--- config.mk ---
export PLATFORM = sky130hd
export DESIGN_NAME = raster_scan_ctrl
export DESIGN_NICKNAME = d
export VERILOG_FILES = /design/src/rtl/raster_scan_ctrl.sv
export SDC_FILE = /design/constraint.sdc
export NUM_CORES = 1
export LEC_CHECK = 0
export CORE_MARGIN = 3
export CORE_UTILIZATION = 30
export CTS_CLUSTER_DIAMETER = 40
export DETAILED_ROUTE_END_ITERATION = 8
export SYNTH_ARGS = -nofsm -noshare
export SYNTH_HDL_FRONTEND = slang
export SYNTH_SLANG_ARGS = --single-unit
export TNS_END_PERCENT = 50
--- constraint.sdc ---
create_clock -name clk -period 23.2 [get_ports clk]
set_clock_uncertainty 0.05 [all_clocks]
set_input_delay 5.8 -clock clk [delete_from_list [all_inputs] [get_ports clk]]
set_output_delay 5.8 -clock clk [all_outputs]
set_load 0.005 [all_outputs]
--- src/rtl/raster_scan_ctrl.sv ---
// Raster scan sequencer: walks a triangle's bounding box one pixel per cycle through an
// external edge-function tester and emits covered pixels as fragments.
module raster_scan_ctrl #(
    parameter int COORD_WIDTH = 16,
    parameter int COLOR_WIDTH = 16
) (
    input  logic                         clk,
    input  logic                         rst,
    input  logic                         cmd_valid,
    output logic                         cmd_ready,
    input  logic [COORD_WIDTH-1:0]       cmd_xmin,
    input  logic [COORD_WIDTH-1:0]       cmd_xmax,
    input  logic [COORD_WIDTH-1:0]       cmd_ymin,
    input  logic [COORD_WIDTH-1:0]       cmd_ymax,
    input  logic [6*COORD_WIDTH-1:0]     cmd_coefs,
    input  logic [6*COORD_WIDTH-1:0]     cmd_const,
    input  logic [COLOR_WIDTH-1:0]       cmd_color,
    output logic [COORD_WIDTH-1:0]       ppu_x,
    output logic [COORD_WIDTH-1:0]       ppu_y,
    output logic [6*COORD_WIDTH-1:0]     ppu_coefs,
    output logic [6*COORD_WIDTH-1:0]     ppu_const,
    output logic [COLOR_WIDTH-1:0]       ppu_color,
    input  logic                         ppu_valid,
    input  logic [COLOR_WIDTH-1:0]       ppu_color_out,
    output logic                         frag_valid,
    input  logic                         frag_ready,
    output logic [COORD_WIDTH-1:0]       frag_x,
    output logic [COORD_WIDTH-1:0]       frag_y,
    output logic [COLOR_WIDTH-1:0]       frag_color,
    output logic                         busy,
    output logic                         done
);

    typedef enum logic [1:0] {
        IDLE  = 2'd0,
        SCAN  = 2'd1,
        DRAIN = 2'd2
    } state_t;

    localparam logic [COORD_WIDTH-1:0] ONE = {{(COORD_WIDTH-1){1'b0}}, 1'b1};

    state_t                     state_q, state_d;
    logic [COORD_WIDTH-1:0]     x_q, x_d, y_q, y_d;
    logic [COORD_WIDTH-1:0]     xmin_q, xmin_d, xmax_q, xmax_d, ymax_q, ymax_d;
    logic [6*COORD_WIDTH-1:0]   coefs_q, coefs_d, const_q, const_d;
    logic [COLOR_WIDTH-1:0]     color_q, color_d;
    logic                       fv_q, fv_d;
    logic [COORD_WIDTH-1:0]     fx_q, fx_d, fy_q, fy_d;
    logic [COLOR_WIDTH-1:0]     fc_q, fc_d;
    logic                       done_q, done_d;
    logic                       adv_s;
    logic                       empty_s;

    assign adv_s   = !fv_q || frag_ready;
    assign empty_s = ($signed(cmd_xmin) > $signed(cmd_xmax)) ||
                     ($signed(cmd_ymin) > $signed(cmd_ymax));

    assign cmd_ready  = (state_q == IDLE);
    assign busy       = (state_q != IDLE);
    assign done       = done_q;
    assign ppu_x      = x_q;
    assign ppu_y      = y_q;
    assign ppu_coefs  = coefs_q;
    assign ppu_const  = const_q;
    assign ppu_color  = color_q;
    assign frag_valid = fv_q;
    assign frag_x     = fx_q;
    assign frag_y     = fy_q;
    assign frag_color = fc_q;

    // Next-state logic: command latch, scan stepping and fragment register control.
    always_comb begin
        state_d = state_q;
        x_d     = x_q;
        y_d     = y_q;
        xmin_d  = xmin_q;
        xmax_d  = xmax_q;
        ymax_d  = ymax_q;
        coefs_d = coefs_q;
        const_d = const_q;
        color_d = color_q;
        fv_d    = fv_q;
        fx_d    = fx_q;
        fy_d    = fy_q;
        fc_d    = fc_q;
        done_d  = 1'b0;
        case (state_q)
            IDLE: begin
                if (cmd_valid) begin
                    xmin_d  = cmd_xmin;
                    xmax_d  = cmd_xmax;
                    ymax_d  = cmd_ymax;
                    coefs_d = cmd_coefs;
                    const_d = cmd_const;
                    color_d = cmd_color;
                    x_d     = cmd_xmin;
                    y_d     = cmd_ymin;
                    if (empty_s) begin
                        state_d = DRAIN;
                    end else begin
                        state_d = SCAN;
                    end
                end else begin
                    state_d = IDLE;
                end
            end
            SCAN: begin
                if (adv_s) begin
                    if (ppu_valid) begin
                        fv_d = 1'b1;
                        fx_d = x_q;
                        fy_d = y_q;
                        fc_d = ppu_color_out;
                    end else begin
                        fv_d = 1'b0;
                    end
                    // Compare before incrementing so a box ending at the max signed value never wraps.
                    if (x_q == xmax_q) begin
                        x_d = xmin_q;
                        if (y_q == ymax_q) begin
                            state_d = DRAIN;
                        end else begin
                            y_d = y_q + ONE;
                        end
                    end else begin
                        x_d = x_q + ONE;
                    end
                end else begin
                    state_d = SCAN;
                end
            end
            DRAIN: begin
                if (adv_s) begin
                    fv_d    = 1'b0;
                    done_d  = 1'b1;
                    state_d = IDLE;
                end else begin
                    state_d = DRAIN;
                end
            end
            default: begin
                state_d = IDLE;
                fv_d    = 1'b0;
            end
        endcase
    end

    // State and datapath registers; reset abandons any in-flight triangle.
    always_ff @(posedge clk or posedge rst) begin
        if (rst) begin
            state_q <= IDLE;
            x_q     <= {COORD_WIDTH{1'b0}};
            y_q     <= {COORD_WIDTH{1'b0}};
            xmin_q  <= {COORD_WIDTH{1'b0}};
            xmax_q  <= {COORD_WIDTH{1'b0}};
            ymax_q  <= {COORD_WIDTH{1'b0}};
            coefs_q <= {(6*COORD_WIDTH){1'b0}};
            const_q <= {(6*COORD_WIDTH){1'b0}};
            color_q <= {COLOR_WIDTH{1'b0}};
            fv_q    <= 1'b0;
            fx_q    <= {COORD_WIDTH{1'b0}};
            fy_q    <= {COORD_WIDTH{1'b0}};
            fc_q    <= {COLOR_WIDTH{1'b0}};
            done_q  <= 1'b0;
        end else begin
            state_q <= state_d;
            x_q     <= x_d;
            y_q     <= y_d;
            xmin_q  <= xmin_d;
            xmax_q  <= xmax_d;
            ymax_q  <= ymax_d;
            coefs_q <= coefs_d;
            const_q <= const_d;
            color_q <= color_d;
            fv_q    <= fv_d;
            fx_q    <= fx_d;
            fy_q    <= fy_d;
            fc_q    <= fc_d;
            done_q  <= done_d;
        end
    end

endmodule

==> results.py <==
metrics = {
    "setup_path": {
        "timing.rr.start": "state_q[0]$_DFFE_PP0P_",
        "end_kind": "register",
        "worstPathCellList": "clkdlybuf4s50_1 -> nand2_4 -> buf_4 -> buf_4 -> nand2_1 -> nand2_1",
        "rr_worst_depth": 6,
        "required_ps": 23680,
        "slowest_delay_ps": 790,
        "crit_path_start_kind": "input port",
        "path_class": "input port to register",
        "crit_fanout": 90,
        "critPathTopFamily": "buffers and inverters",
        "arrival_ps": 8590,
        "critPathBufInv": 3,
        "r2r_slack_ps": 19860,
        "cpMaxStageDelayCell": "buf_4",
        "r2r-end": "ppu_y[3]$_DFFE_PP0P_",
    },
    "logic_synthesis": {
        "synth.distinct_cells": 53,
        "ys_ff_latch": 340,
        "syn_nets": 1920,
        "ys_warn_count": 0,
        "synth_flop_cell": "dfrtp_1",
        "ys_seq_area_share_pct": 57.7,
        "syn_area_um2": 14700,
        "synth-edff-count": 0,
        "avgSynthCellArea_um2": 9.26,
        "async_reset_ff_share_pct": 100,
        "syn_inst": 1593,
    },
    "clock_network": {
        "clkLatencyLatePin_ps": 590,
        "root_buffer": "clkbuf_16",
        "clk_pin_slew_ps": 50,
        "post-cts-setup-buffers": 0,
        "cts_buffers": 61,
        "cts_hold_buf": 0,
        "clock_sinks": 340,
        "cts_tree": "yes",
        "clockBufferDepth": 3,
        "h-tree-depth": 2,
        "cts_resized": 0,
    },
    "drt": {
        "drt_iter0_drc": 822,
        "dr.pass1.iters": 4,
        "wl_mm": 54.4,
        "antenna_left": 0,
        "drc": 0,
        "wire_per_inst_um": 18.9,
        "vias": 13300,
        "viasPerCell": 4.63,
    },
    "floorplan": {
        "num_rows": 80,
        "core_um2": 48100,
        "die_area_um2": 51800,
        "initial_core_util_pct": 30.6,
        "die_h_um": 228,
        "die_w_um": 228,
        "io_pins": 585,
    },
    "sta": {
        "setup_viol": 0,
        "timing.final.crit_period_ps": 8120,
        "worst_slew_pin_slew_ps": 1130,
        "fmax_mhz": 123,
        "slew_violations": 0,
        "max_slew_margin_pct": 24.5,
        "rsz0062_at_grt": "no",
        "timing.hold.ws_ps": 417,
        "hold_viol": 0,
        "setup_tns_ps": 0,
        "period_share_pct": 35.0,
    },
    "place": {
        "dpl.hpwl_mm": 39.6,
        "io_buffers": 584,
        "place_congestion": 0.844,
    },
    "status": {
        "status": "complete, no violations",
    },
    "cells_and_area": {
        "drive_gt1_share_pct": 8.14,
        "syn_to_final_growth_pct": 57.7,
        "final_util_pct": 48.3,
        "final_common_cell": "nand2_1",
        "nNetsFinal": 2489,
        "final_cell_mix": "nand2_1 (741), clkdlybuf4s50_1 (584), dfrtp_1 (340)",
    },
    "run": {
        "maxCapViolations": 0,
    },
    "global_routing": {
        "antenna_found_initial": 7,
        "grt_max_degree": 170,
        "track_usage_pct": 20.2,
        "grt_pass1_wl_mm": 80.1,
        "overflow": 0,
        "grt_pass1_vias": 13500,
    },
    "worst_hold_path": {
        "min_path_type": "register to register",
        "min_path_cells": 2,
        "hp-start": "ppu_coefs[93]$_DFFE_PP0P_",
        "hold_end": "ppu_coefs[93]$_DFFE_PP0P_",
    },
    "power": {
        "power_density_nw_per_um2": 139,
        "cellLeakagePower_nw": 10.9,
        "power_mw": 3.24,
        "irDropWorstVdd_v": 0.0000946,
    },
}
[worst min-delay path, stage by stage (launching register included)]
cell and delay, ps:
dfrtp_1 330, nand2_1 50, nand2_1 50
[how the worst max path moves through the flow]
stage                            from  depth (start not counted)  slack (ps)                        end
3_5_place_dp                cmd_valid                          6       14500  ppu_coefs[28]$_DFFE_PP0P_
4_1_cts        state_q[0]$_DFFE_PP0P_                          3       15100                  cmd_ready
5_1_grt                     cmd_valid                          6       14880  ppu_const[57]$_DFFE_PP0P_
3_3_place_gp                cmd_valid                          5       14550      ppu_y[15]$_DFFE_PP0P_
6_report                    cmd_valid                          6       15080   ppu_coefs[7]$_DFFE_PP0P_
2_1_floorplan                     rst                          1        7930             done$_DFF_PP0_
[cell type report]
class | count | area [um2]
sequential | 340 | 8510
timing repair buffer | 595 | 5940
tap | 656 | 821
fill | 4506 | 24900
clock buffer | 67 | 1580
clock inverter | 44 | 494
multi-input combinational | 1126 | 5730
antenna | 8 | 20.0
inverter | 38 | 150
[metrics by stage]
step	worst slack, ps	cell area, um2	std cells
2_1_floorplan	7930	14700	1593
3_3_place_gp	14550	21200	2755
3_5_place_dp	14500	21200	2755
4_1_cts	15100	23200	2866
5_1_grt	14880	23200	2871
6_report	15080	23200	2874
[cells in the mapped netlist, types with 5 or more instances]
cell type / count / area (um2)
nand2_1: 743 / 2790
dfrtp_1: 340 / 8510
o21ai_0: 61 / 305
clkbuf_1: 57 / 214
mux2_2: 46 / 518
a21oi_1: 41 / 205
inv_1: 38 / 143
ha_1: 34 / 425
xnor2_1: 25 / 219
buf_2: 22 / 110
xor2_1: 21 / 184
nand3_1: 17 / 85.1
nand4_1: 17 / 106
mux2i_1: 15 / 150
a31oi_1: 13 / 81.3
nor2_1: 13 / 48.8
o22ai_1: 10 / 62.6
o21a_1: 9 / 67.6
a21o_1: 5 / 37.5
a22oi_1: 5 / 37.5
buf_1: 5 / 18.8
nor2b_1: 5 / 31.3
nor4_1: 5 / 31.3
[routing by layer]
layer | GRT usage (%) | vias to the layer above | part of all wire, %
met5 | 0 | - | 0.024
met4 | 8.68 | 2 | 3.6
met2 | 33.8 | 481 | 50
li1 | - | 6296 | -
met3 | 6.04 | 93 | 7.2
met1 | 24.1 | 6424 | 39
[cell families (layout without fill, tap and decap cells)]
family	count (synthesis)	count (layout)	synth area share, %
flops	340	340	57.7
buf+inv	127	744	3.51
compound gates	163	163	6.52
mux	61	61	4.53
xor+xnor	46	46	2.73
other cells	0	8	0
simple gates	822	822	22.1
fa+ha+maj	34	34	2.89
[report_power, final]
group / total (mW) / leakage (nW) / switching (mW) / internal (mW)
Combinational: 1.23 / 5.74 / 0.560 / 0.671
Clock: 0.902 / 1.02 / 0.327 / 0.575
Sequential: 1.10 / 4.16 / 0.222 / 0.880
Power figures use the tool's default switching activity.
